### src/rtl/multi_alarm_ctrl.sv
// Multi-channel alarm unit: per-channel arm/ring/snooze FSMs sharing one buzzer.
// Optional ALARM_DAYMASK_EN adds a per-channel weekday mask to the match condition.
module multi_alarm_ctrl #(
    parameter int NUM_ALARMS = 4,
    parameter int IDX_W      = 2,
    parameter int SNOOZE_MIN = 5,
    parameter int RING_SECS  = 60,
    parameter int MAX_SNOOZE = 3
) (
    input  logic                  clk,
    input  logic                  reset,
    input  logic                  sec_tick,
    input  logic [5:0]            hr,
    input  logic [5:0]            min,
    input  logic [5:0]            sec,
    input  logic [IDX_W-1:0]      sel,
    input  logic                  add_hour,
    input  logic                  add_minute,
    input  logic                  set_alarm_btn,
    input  logic                  clr_alarm_btn,
    input  logic                  snooze_btn,
    input  logic                  dismiss_btn,
`ifdef ALARM_DAYMASK_EN
    input  logic [2:0]            weekday,
    input  logic                  day_toggle,
    output logic [6:0]            sel_daymask,
`endif
    output logic                  alarm_buzzer,
    output logic [IDX_W-1:0]      ring_idx,
    output logic [NUM_ALARMS-1:0] armed,
    output logic [NUM_ALARMS-1:0] ringing,
    output logic [NUM_ALARMS-1:0] snoozed,
    output logic [5:0]            sel_hr,
    output logic [5:0]            sel_min
);

    localparam int CD_LOAD = SNOOZE_MIN * 60;
    localparam int CD_W    = $clog2(CD_LOAD + 1);
    localparam int SC_W    = (MAX_SNOOZE < 1) ? 1 : $clog2(MAX_SNOOZE + 1);

    typedef enum logic [1:0] {DISARMED, ARMED, RINGING, SNOOZED} state_t;

    typedef struct packed {
        state_t          st;
        logic [5:0]      hour;
        logic [5:0]      minute;
        logic [7:0]      ring_cnt;
        logic [SC_W-1:0] snz_cnt;
        logic [CD_W-1:0] cd;
`ifdef ALARM_DAYMASK_EN
        logic [6:0]      mask;
`endif
    } chan_t;

    chan_t cur [NUM_ALARMS];
    chan_t nxt [NUM_ALARMS];

    function automatic chan_t rearm(input chan_t c);
        chan_t r;
        r          = c;
        r.st       = ARMED;
        r.ring_cnt = '0;
        r.snz_cnt  = '0;
        r.cd       = '0;
        return r;
    endfunction

    // Snooze while budget remains; once exhausted the snooze acts as a dismiss.
    function automatic chan_t snooze_or_dismiss(input chan_t c);
        chan_t r;
        if (int'(c.snz_cnt) < MAX_SNOOZE) begin
            r          = c;
            r.st       = SNOOZED;
            r.snz_cnt  = c.snz_cnt + SC_W'(1);
            r.cd       = CD_W'(CD_LOAD);
            r.ring_cnt = '0;
        end else begin
            r = rearm(c);
        end
        return r;
    endfunction

    logic sel_ok, hit, edit, match, lower_ring, is_owner;

    // NOTE: every variable written here gets a default first, so no latch is inferred.
    always_comb begin
        sel_ok     = int'(sel) < NUM_ALARMS;
        hit        = 1'b0;
        edit       = 1'b0;
        match      = 1'b0;
        is_owner   = 1'b0;
        lower_ring = 1'b0;
        for (int ch = 0; ch < NUM_ALARMS; ch++) begin
            nxt[ch]    = cur[ch];
            hit        = sel_ok && (int'(sel) == ch);
            edit       = hit && (add_hour || add_minute);
            is_owner   = (cur[ch].st == RINGING) && !lower_ring;
            lower_ring = lower_ring || (cur[ch].st == RINGING);
            match      = sec_tick && (hr == cur[ch].hour) && (min == cur[ch].minute)
                         && (sec == 6'd0);
`ifdef ALARM_DAYMASK_EN
            match      = match && (weekday < 3'd7) && cur[ch].mask[weekday];
            if (hit && day_toggle && (weekday < 3'd7))
                nxt[ch].mask[weekday] = ~cur[ch].mask[weekday];
`endif
            if (hit && add_hour)
                nxt[ch].hour = (cur[ch].hour >= 6'd23) ? 6'd0 : cur[ch].hour + 6'd1;
            if (hit && add_minute)
                nxt[ch].minute = (cur[ch].minute >= 6'd59) ? 6'd0 : cur[ch].minute + 6'd1;

            if ((hit && clr_alarm_btn) || edit) begin
                nxt[ch].st       = (edit && !clr_alarm_btn && set_alarm_btn) ? ARMED : DISARMED;
                nxt[ch].ring_cnt = '0;
                nxt[ch].snz_cnt  = '0;
                nxt[ch].cd       = '0;
            end else begin
                case (cur[ch].st)
                    DISARMED: if (hit && set_alarm_btn) nxt[ch].st = ARMED;
                    ARMED: if (match) begin
                        nxt[ch].st       = RINGING;
                        nxt[ch].ring_cnt = '0;
                        nxt[ch].snz_cnt  = '0;
                    end
                    RINGING: begin
                        if (is_owner && dismiss_btn)
                            nxt[ch] = rearm(cur[ch]);
                        else if (is_owner && snooze_btn)
                            nxt[ch] = snooze_or_dismiss(cur[ch]);
                        else if (sec_tick) begin
                            if (({1'b0, cur[ch].ring_cnt} + 9'd1) >= 9'(RING_SECS))
                                nxt[ch] = snooze_or_dismiss(cur[ch]);
                            else
                                nxt[ch].ring_cnt = cur[ch].ring_cnt + 8'd1;
                        end
                    end
                    SNOOZED: if (sec_tick) begin
                        if (cur[ch].cd <= CD_W'(1)) begin
                            nxt[ch].st       = RINGING;
                            nxt[ch].ring_cnt = '0;
                            nxt[ch].cd       = '0;
                        end else begin
                            nxt[ch].cd = cur[ch].cd - CD_W'(1);
                        end
                    end
                    default: nxt[ch].st = DISARMED;
                endcase
            end
        end
    end

    // NOTE: the channel array holds live FSM state and counters, so it is reset, not left uninitialised.
    always_ff @(posedge clk) begin
        for (int ch = 0; ch < NUM_ALARMS; ch++) begin
            if (!reset) begin
                // NOTE: sequential state uses non-blocking assignments only.
                cur[ch] <= '0;
`ifdef ALARM_DAYMASK_EN
                cur[ch].mask <= 7'h7F;
`endif
            end else begin
                cur[ch] <= nxt[ch];
            end
        end
    end

    // Status decodes straight from the state registers, so they follow a transition by one edge.
    always_comb begin
        alarm_buzzer = 1'b0;
        ring_idx     = '0;
        armed        = '0;
        ringing      = '0;
        snoozed      = '0;
        sel_hr       = '0;
        sel_min      = '0;
`ifdef ALARM_DAYMASK_EN
        sel_daymask  = '0;
`endif
        for (int ch = NUM_ALARMS - 1; ch >= 0; ch--) begin
            armed[ch]   = cur[ch].st != DISARMED;
            ringing[ch] = cur[ch].st == RINGING;
            snoozed[ch] = cur[ch].st == SNOOZED;
            if (cur[ch].st == RINGING) begin
                alarm_buzzer = 1'b1;
                ring_idx     = IDX_W'(ch);
            end
            if (sel_ok && (int'(sel) == ch)) begin
                sel_hr  = cur[ch].hour;
                sel_min = cur[ch].minute;
`ifdef ALARM_DAYMASK_EN
                sel_daymask = cur[ch].mask;
`endif
            end
        end
    end

endmodule

### config.mk
export PLATFORM = sky130hd
export DESIGN_NAME = multi_alarm_ctrl
export DESIGN_NICKNAME = d
export VERILOG_FILES = /design/src/rtl/multi_alarm_ctrl.sv
export SDC_FILE = /design/constraint.sdc
export NUM_CORES = 1
export LEC_CHECK = 0
export BUFFER_PORTS_ARGS = -buffer_cell sky130_fd_sc_hd__clkbuf_2
export CAP_MARGIN = 20
export CORE_UTILIZATION = 62
export CTS_CLUSTER_DIAMETER = 80
export DETAILED_ROUTE_END_ITERATION = 6
export GPL_ROUTABILITY_DRIVEN = 0
export PLACE_DENSITY = 0.81
export SLEW_MARGIN = 20
export SYNTH_ARGS = -nofsm -noshare
export SYNTH_HDL_FRONTEND = slang
export SYNTH_SLANG_ARGS = --single-unit
### constraint.sdc
create_clock -name clk -period 2.89 [get_ports clk]
set_clock_uncertainty 0.15 [all_clocks]
set_input_delay 0.289 -clock clk [delete_from_list [all_inputs] [get_ports clk]]
set_output_delay 0.289 -clock clk [all_outputs]
set_load 0.005 [all_outputs]
==> reports/results.ini <==
[place]
place_ws_ns = 0.212
dpl.cell_count = 1262
dp_hpwl_mm = 15.7
portBuffers = 55

[setup_path]
crit_family = simple AND/OR/NAND/NOR gates
startpoint = cur[1][32]
path_cells = nand2b_1 > inv_2 > nor2_2 > a21oi_1 > nand3_1 > nor3_1 > mux2_2
worstSetupEndpointType = flop
required_ns = 3.11
path_class = reg -> reg
start_kind = flop
arrival_ns = 2.91
critPathMaxStageDelay_ns = 0.57
reg2reg_depth = 7
crit_path_max_fanout = 14
r2r-start = cur[1][32]
slowest_stage = dfxtp_1
critPathBufInv = 1
critical_path_cell_count = 7

[min_path]
worstHoldPathCells = 3
hold_class = in -> reg
holdCritStartpoint = add_hour

[yosys]
ys_ff_latch = 132
synth_cell_types = 91
yosys_warnings = 0
ys.flop_type = dfxtp_1
syn_nets = 1113
yosys.area.top_type = dfxtp_1
yosysSeqAreaShare = 0.307
synth_area_leaders = dfxtp_1 31%, xnor2_1 5.6%, nand2_1 4.6%
synth_top_area_share = 0.307
synthTopCellsByCount = 132 x dfxtp_1, 105 x nand2_1, 76 x nor2_1
yosysMostFrequentCell = dfxtp_1
ys_async_sr_fraction = 0
synth_cells = 1059
syn_area_mm2 = 0.00860
syn_area_per_cell_um2 = 8.12
synth_edf_count = 0

[clock_tree]
cts_root_buffer = clkbuf_16
cts_made_buffers = 17
cts_tree = yes
clock_latency_ns = 0.43
cts.path.max_buffers = 2
htree_levels = 4
cts_hold_buf = 0
cts_sinks = 132
path_clk_slew_ns = 0.06

[pwr]
p_leak_nw = 3.61
pwr-share-seq = 0.427
peakVddDrop_v = 0.000420
p_int_mw = 3.29
switching_share = 0.244
clockPowerShare = 0.492
power_density_mw_per_mm2 = 452
switching_power_mw = 1.06
comb_power_share = 0.081

[cells_and_area]
reg_top3 = cur x132
top_register = cur
drive_above_1_share = 0.164
multi_input_area_mm2 = 0.00553
nets = 1159
fin_util = 0.719
synthToLayoutAreaGrowth_pct = 12.0
diodes = 0
seqCellArea_mm2 = 0.00264
fill_cells = 1082
fin_cells = 1293
largest_reg_flops = 132

[die]
row_count = 42
die_h_um = 120
die-area_mm2 = 0.0143
core_mm2 = 0.0134
start_util = 0.642
ios = 56
chipWidth_um = 120

[global_route]
grt_pass1_vias = 7537
grt_max_degree = 34
antenna_found_initial = 0
overflow = 0
grt_util_all_layers = 0.319
grt_first_pass_wirelength_mm = 36.7

[sta]
fin_ws_ns = 0.202
tightest_slew_ns = 0.834
finalSetupTns_ns = 0
min_period_over_period = 0.930
final-setup-viol-count = 0
final-hold-violation-count = 0
fin_crit_ns = 2.69
maxSlewViolCount = 0
maxSlewHeadroom = 0.443
timing.fmax_ghz = 0.372
rsz0062_at_grt = false

[drt]
initialDrtViolationCount = 742
via_per_inst = 6.43
wl_mm = 22.4
vias = 8314
wire_per_inst_um = 17.3
post-route-drc-count = 0
dr.pass1.iters = 5
antenna_left = 0

[run_status]
outcome = complete, no violations

[run]
cap_viol_max_count = 0

==> path summary, 6_finish.rpt <==
check	end	slack (ns)
min reg2reg	cur[1][10]	0.32
max reg2reg	cur[2][11]	0.20
min	cur[0][26]	0.12
max	cur[2][11]	0.20
==> worst min-delay path: cells and delay by family <==
kind | cells | cell delay [ns]
AO/OA/AOI/OAI | 1 | 0.08
buffers and inverters | 1 | 0.17
AND/OR/NAND/NOR | 1 | 0.11
==> layout by cell type (no fill, tap or decap), types with 32 or more instances in the layout <==
cell	n
inv_1	34
a21oi_1	69
xnor2_1	55
nand4_1	33
dfxtp_1	132
o21ai_0	55
buf_4	32
clkbuf_2	55
nand3_1	45
nand2_1	105
nor2_1	76
==> power groups by stage <==
stage | registers, mW | clock network, mW | logic (mW)
global route | 1.86 | 2.24 | 0.379
detailed placement | 1.90 | 0 | 0.341
floorplan | 1.89 | 0 | 0.245
finish | 1.86 | 2.14 | 0.352
global placement | 1.90 | 0 | 0.338
CTS | 1.86 | 2.17 | 0.345
==> cells by family after synthesis <==
logic type                 share of synthesized area
AOI/OAI and AO/OA                              0.226
xor gates and xnor gates                      0.0682
adders and majority gates                     0.0364
buffers and inverters                         0.0506
DFF                                            0.307
muxes                                         0.0470
and+or+nand+nor                                0.265
==> cell type report <==
type | count | area share
timing repair buffer | 87 | 0.0535
sequential | 132 | 0.274
clock inverter | 9 | 0.0108
inverter | 38 | 0.0148
multi-input combinational | 829 | 0.574
tap | 176 | 0.0229
clock buffer | 22 | 0.0492
==> repair_timing <==
item,CTS,global route
endpoints found under the hold margin,0,0
gates resized for setup,0,1
endpoints found under the setup margin,0,2
buffers inserted,0,0
==> layer usage <==
layer | vias up | share of wire | global-route usage
met2 | 370 | 0.46 | 0.505
met5 | - | 0 | 0
li1 | 3970 | - | -
met1 | 3909 | 0.43 | 0.416
met4 | 0 | 0.029 | 0.147
met3 | 65 | 0.072 | 0.0642
==> through the flow <==
step                hold WS, ns  instance area [µm²]  power (mW)
finish                    0.123                 9630        4.35
global route              0.135                 9630        4.48
floorplan                 0.281                 8600        2.13
global placement          0.300                 9040        2.23
CTS                       0.102                 9620        4.37
detailed placement        0.314                 9040        2.24
Power figures use the tool's default switching activity.
